File: src/rtl/mouse_pkg.sv
// Shared definitions for the PS/2 mouse receive path: receiver states,
// error-flag bit positions and frame geometry.
package mouse_pkg;

    typedef enum logic [1:0] {
        IDLE,
        DATA,
        PARITY,
        STOP
    } rx_state_t;

    localparam int ERR_PARITY     = 0;
    localparam int ERR_STOP       = 1;
    localparam int PS2_FRAME_BITS = 11;
    // Start, parity and stop bits surround the payload.
    localparam int PS2_DATA_BITS  = PS2_FRAME_BITS - 3;

endpackage

File: src/rtl/ps2_line_sync.sv
// Brings the raw PS/2 clock and data lines into the CLK domain and flags
// falling edges of the mouse clock.
module ps2_line_sync (
    input  logic CLK,
    input  logic RESET,
    input  logic CLK_MOUSE_IN,
    input  logic DATA_MOUSE_IN,
    output logic fall,
    output logic data_sync
);

    logic [1:0] clk_sync_reg;
    logic       clk_dly_reg;
    logic [1:0] data_sync_reg;

    // Idle PS/2 lines float high, so the flops reset to 1 to avoid a false edge.
    always_ff @(posedge CLK or posedge RESET) begin
        if (RESET) begin
            clk_sync_reg  <= 2'b11;
            clk_dly_reg   <= 1'b1;
            data_sync_reg <= 2'b11;
        end else begin
            clk_sync_reg  <= {clk_sync_reg[0], CLK_MOUSE_IN};
            clk_dly_reg   <= clk_sync_reg[1];
            data_sync_reg <= {data_sync_reg[0], DATA_MOUSE_IN};
        end
    end

    assign fall      = clk_dly_reg & ~clk_sync_reg[1];
    assign data_sync = data_sync_reg[1];

endmodule

File: src/rtl/mouse_receiver.sv
// PS/2 device-to-host frame receiver with abort on READ_ENABLE loss and a
// watchdog that discards truncated frames.
module mouse_receiver
    import mouse_pkg::*;
#(
    parameter int TIMEOUT_CYCLES = 50000
) (
    input  logic       CLK,
    input  logic       RESET,
    input  logic       CLK_MOUSE_IN,
    input  logic       DATA_MOUSE_IN,
    input  logic       READ_ENABLE,
    output logic [7:0] BYTE_READ,
    output logic [1:0] BYTE_ERROR_CODE,
    output logic       BYTE_READY
);

    localparam int WD_W  = $clog2(TIMEOUT_CYCLES);
    localparam int CNT_W = $clog2(PS2_DATA_BITS);

    logic fall;
    logic data_sync;

    ps2_line_sync u_sync (
        .CLK           (CLK),
        .RESET         (RESET),
        .CLK_MOUSE_IN  (CLK_MOUSE_IN),
        .DATA_MOUSE_IN (DATA_MOUSE_IN),
        .fall          (fall),
        .data_sync     (data_sync)
    );

    rx_state_t                  state_reg,  state_next;
    logic [CNT_W-1:0]           bit_cnt_reg, bit_cnt_next;
    logic [PS2_DATA_BITS-1:0]   shift_reg,  shift_next;
    logic                       parity_reg, parity_next;
    logic [WD_W-1:0]            wd_reg,     wd_next;
    logic [7:0]                 byte_reg,   byte_next;
    logic [1:0]                 err_reg,    err_next;
    logic                       ready_reg,  ready_next;
    logic                       timeout;

    always_ff @(posedge CLK or posedge RESET) begin
        if (RESET) begin
            state_reg   <= IDLE;
            bit_cnt_reg <= '0;
            shift_reg   <= '0;
            parity_reg  <= 1'b0;
            wd_reg      <= '0;
            byte_reg    <= 8'h00;
            err_reg     <= 2'b00;
            ready_reg   <= 1'b0;
        end else begin
            state_reg   <= state_next;
            bit_cnt_reg <= bit_cnt_next;
            shift_reg   <= shift_next;
            parity_reg  <= parity_next;
            wd_reg      <= wd_next;
            byte_reg    <= byte_next;
            err_reg     <= err_next;
            ready_reg   <= ready_next;
        end
    end

    assign timeout = (wd_reg == WD_W'(TIMEOUT_CYCLES - 1));

    always_comb begin
        state_next   = state_reg;
        bit_cnt_next = bit_cnt_reg;
        shift_next   = shift_reg;
        parity_next  = parity_reg;
        byte_next    = byte_reg;
        err_next     = err_reg;
        ready_next   = 1'b0;

        // Saturating watchdog, restarted by every mouse clock edge.
        if (state_reg == IDLE || fall)
            wd_next = '0;
        else if (wd_reg != '1)
            wd_next = wd_reg + 1'b1;
        else
            wd_next = wd_reg;

        if (state_reg != IDLE && !READ_ENABLE) begin
            state_next = IDLE;
        end else if (state_reg != IDLE && timeout) begin
            state_next = IDLE;
        end else if (fall) begin
            case (state_reg)
                IDLE: begin
                    if (!data_sync && READ_ENABLE) begin
                        state_next   = DATA;
                        bit_cnt_next = '0;
                    end
                end
                DATA: begin
                    shift_next   = {data_sync, shift_reg[PS2_DATA_BITS-1:1]};
                    bit_cnt_next = bit_cnt_reg + 1'b1;
                    if (bit_cnt_reg == CNT_W'(PS2_DATA_BITS - 1))
                        state_next = PARITY;
                end
                PARITY: begin
                    parity_next = data_sync;
                    state_next  = STOP;
                end
                STOP: begin
                    byte_next            = shift_reg;
                    err_next[ERR_PARITY] = ~(^{shift_reg, parity_reg});
                    err_next[ERR_STOP]   = ~data_sync;
                    ready_next           = 1'b1;
                    state_next           = IDLE;
                end
                default: state_next = IDLE;
            endcase
        end
    end

    assign BYTE_READ       = byte_reg;
    assign BYTE_ERROR_CODE = err_reg;
    assign BYTE_READY      = ready_reg;

endmodule

File: config.mk
export PLATFORM = sky130hd
export DESIGN_NAME = mouse_receiver
export DESIGN_NICKNAME = d
export VERILOG_FILES = /design/src/rtl/mouse_pkg.sv /design/src/rtl/ps2_line_sync.sv /design/src/rtl/mouse_receiver.sv
export SDC_FILE = /design/constraint.sdc
export NUM_CORES = 1
export LEC_CHECK = 0
export CAP_MARGIN = 20
export CORE_UTILIZATION = 45
export CTS_CLUSTER_DIAMETER = 200
export CTS_CLUSTER_SIZE = 30
export DETAILED_ROUTE_END_ITERATION = 12
export PLACE_DENSITY = 0.73
export SLEW_MARGIN = 20
export SYNTH_ARGS = -nofsm -noshare
export SYNTH_HDL_FRONTEND = slang
export SYNTH_SLANG_ARGS = --single-unit
File: constraint.sdc
create_clock -name CLK -period 3.9 [get_ports CLK]
set_clock_uncertainty 0.05 [all_clocks]
set_input_delay 0.78 -clock CLK [delete_from_list [all_inputs] [get_ports CLK]]
set_output_delay 0.78 -clock CLK [all_outputs]
set_load 0.01 [all_outputs]
==> flow_metrics.tcl <==
set metrics [dict create \
    numCtsBuffers 5 \
    mappedNetlistNets 199 \
    criticalPathCategory "flip-flop to flip-flop" \
    hold_buffers 0 \
    yosys.cell_types.count 44 \
    ant_nets 0 \
    grt_max_degree 47 \
    via_per_inst 5.28 \
    final_core_utilization 0.539 \
    tightestPinTransition_ns 0.926 \
    status "finished clean" \
    numClockSinks 46 \
    ctsLongestPathBuffers 2 \
    simple_gate_fraction_of_synth_area 0.156 \
    arrival_ns 2.46 \
    setup_total_negative_slack_ns 0 \
    cts_repair_resized_insts 0 \
    grt_overflow_total 0 \
    boundaryPins 16 \
    synth-warning-count 0 \
    slew_violations 0 \
    synthDominantAreaCellType "sky130_fd_sc_hd__dfrtp_1" \
    cts.reportedPaths.clkPinSlew_ns 0.09 \
    synth_seq_area_share 0.515 \
    layout.nets 216 \
    placed_cell_area_sq_um 2450 \
    fp.dieH_um 72.7 \
    cts_root_buf "sky130_fd_sc_hd__clkbuf_8" \
    setup.worst_path.end_class "flip-flop" \
    finalHoldViolCount 0 \
    detailed_place_hpwl_mm 2.37 \
    synth_area_leaders "sky130_fd_sc_hd__dfrtp_1, sky130_fd_sc_hd__xnor2_1, sky130_fd_sc_hd__dfstp_2" \
    most_common_library_cell_in_the_layout_ignoring_fill_and_taps "sky130_fd_sc_hd__dfrtp_1" \
    vias_in_the_first_global_route 1329 \
    hold_class "flip-flop to flip-flop" \
    main_combinational_cell_family_by_area_after_synthesis "simple AND/OR/NAND/NOR gates" \
    largest_reg_flops 16 \
    synth_mux_area_frac 0.108 \
    postSynthCellCount 187 \
    tritoncts_clock_tree "yes" \
    final_standard_cell_area_without_fillers_sq_um 2560 \
    worstSetupStartpointType "flip-flop" \
    finalCritPeriodShare 0.602 \
    power.density_nw_per_um2 502 \
    row_count 25 \
    critical_path.max_fanout 17 \
    max_freq_ghz 0.426 \
    asyncSetResetFlopFracSynth 1.00 \
    yosys.area_share.adder 0.0390 \
    dominantRegCellSynth "sky130_fd_sc_hd__dfrtp_1" \
    maxCapViolations 0 \
    fp.dieW_um 72.7 \
    syn2layout_area_growth_pct 14.0 \
    buffer_ports.inserted 15 \
    die-area_sq_um 5280 \
    yosys_top_cell_area_share 0.456 \
    reg2regPathDepth 6 \
    wire_length_of_the_first_global_routing_pass_mm 6.15 \
    routabilityCongestion 0.775 \
    num_antenna_cells 0 \
    track_usage 0.153 \
    edff_count_synth 0 \
    drt_iter0_drc 65 \
    synth-xor-area-share 0.0779 \
    routed-via-count 1436 \
    grt_setup_unrepaired "false" \
    area_of_the_core_region_sq_um 4750 \
    clock_tree.htree_level_count 2 \
    final.min_clock_period_ns 2.35 \
    mostFrequentLayoutCells "sky130_fd_sc_hd__dfrtp_1, sky130_fd_sc_hd__nor2_1, sky130_fd_sc_hd__xnor2_1" \
    synth_seq_cells 46 \
    syn-cell-area_sq_um 2250 \
    post_synth.cell_area_avg_sq_um 12.0 \
    leakage_uw 0.00111 \
    hold_path_cell_cnt 0 \
    drcViolationCount 0 \
    synth_compound_gate_area_share 0.0824 \
    worst_slew_margin_rel 0.382 \
    cts.repair_timing.setup_buffer_count 0 \
    ir_worst_vdd_v 0.000299 \
    critPathRequiredTime_ns 4.02 \
    finalSetupViolCount 0 \
    initial_utilization 0.473 \
    total_wirelength_mm 3.47 \
    layout-drive-gt1-share 0.210 \
    clkLatencyLatePin_ns 0.31 \
    drt_first_pass_iters 4 \
    grt_antenna_before_repair 0 \
    post_drt_wl_per_cell_um 12.7 \
]
synth_stat cells (2+ instances only):
cell type and number:
sky130_fd_sc_hd__xnor2_1 18, sky130_fd_sc_hd__a211oi_2 2, sky130_fd_sc_hd__mux2_2 10, sky130_fd_sc_hd__mux2_4 8, sky130_fd_sc_hd__nand2b_1 4, sky130_fd_sc_hd__nor4_2 2
sky130_fd_sc_hd__and3_1 3, sky130_fd_sc_hd__dfstp_2 5, sky130_fd_sc_hd__a31oi_1 2, sky130_fd_sc_hd__clkbuf_1 2, sky130_fd_sc_hd__nor2b_1 3, sky130_fd_sc_hd__inv_1 5
sky130_fd_sc_hd__a21oi_1 6, sky130_fd_sc_hd__a2111oi_1 2, sky130_fd_sc_hd__ha_1 7, sky130_fd_sc_hd__a22o_1 2, sky130_fd_sc_hd__nand2_1 10, sky130_fd_sc_hd__nor2_1 20
sky130_fd_sc_hd__a32o_1 3, sky130_fd_sc_hd__dfrtp_1 41, sky130_fd_sc_hd__xor2_1 2, sky130_fd_sc_hd__nand3_1 8
layer usage:
metal,global-route usage,wire (um),up-vias
met5,0,0,-
met4,0.0654,65,0
met3,0.0373,91,8
met2,0.242,1640,21
met1,0.202,1670,719
li1,-,-,688
cell families after synthesis:
logic type,Yosys count
AOI/OAI and AO/OA,23
and+or+nand+nor,62
xor gates and xnor gates,20
buffers and inverters,10
DFF,46
adders and majority gates,7
muxes,19
path summary, 6_finish.rpt:
path | from | to | slack [ns]
max in group asynchronous | RESET | bit_cnt_reg[2] | 2.27
setup reg to reg | wd_reg[0] | wd_reg[2] | 1.55
min in group asynchronous | RESET | wd_reg[13] | 0.96
hold reg to reg | u_sync.data_sync_reg[0] | u_sync.data_sync_reg[1] | 0.31
hold / removal | u_sync.data_sync_reg[0] | u_sync.data_sync_reg[1] | 0.31
setup / recovery | wd_reg[0] | wd_reg[2] | 1.55
cell type report:
type,instances,area (sq um)
inverters,5,18.8
clock buffers,5,68.8
clock inverters,3,43.8
repair buffers,15,150
multi-input cells,131,1040
flip-flops and latches,46,1160
fillers,436,2190
well taps,67,83.8
worst max-delay path: stages, from the launching register on:
cell	delay, ns
sky130_fd_sc_hd__dfrtp_1	0.43
sky130_fd_sc_hd__ha_1	0.21
sky130_fd_sc_hd__nand3_1	0.19
sky130_fd_sc_hd__nor4_4	0.82
sky130_fd_sc_hd__a21boi_0	0.26
sky130_fd_sc_hd__xnor2_1	0.20
sky130_fd_sc_hd__nor2_1	0.05
stage by stage:
step / power, uW / instances / hold WS, ns / worst slack (ns)
finish: 1290 / 272 / 0.310 / 1.55
global route: 1360 / 272 / 0.319 / 1.38
CTS: 1300 / 272 / 0.311 / 1.57
detailed placement: 944 / 264 / 0.297 / 1.43
global placement: 935 / 264 / 0.295 / 1.46
floorplan: 862 / 187 / 0.295 / 1.91
power breakdown:
part	switching, uW	internal [uW]	total, uW
Combinational	145	182	327
Sequential	60.2	543	603
Clock	164	192	356
(Power assumes the default switching activity.)
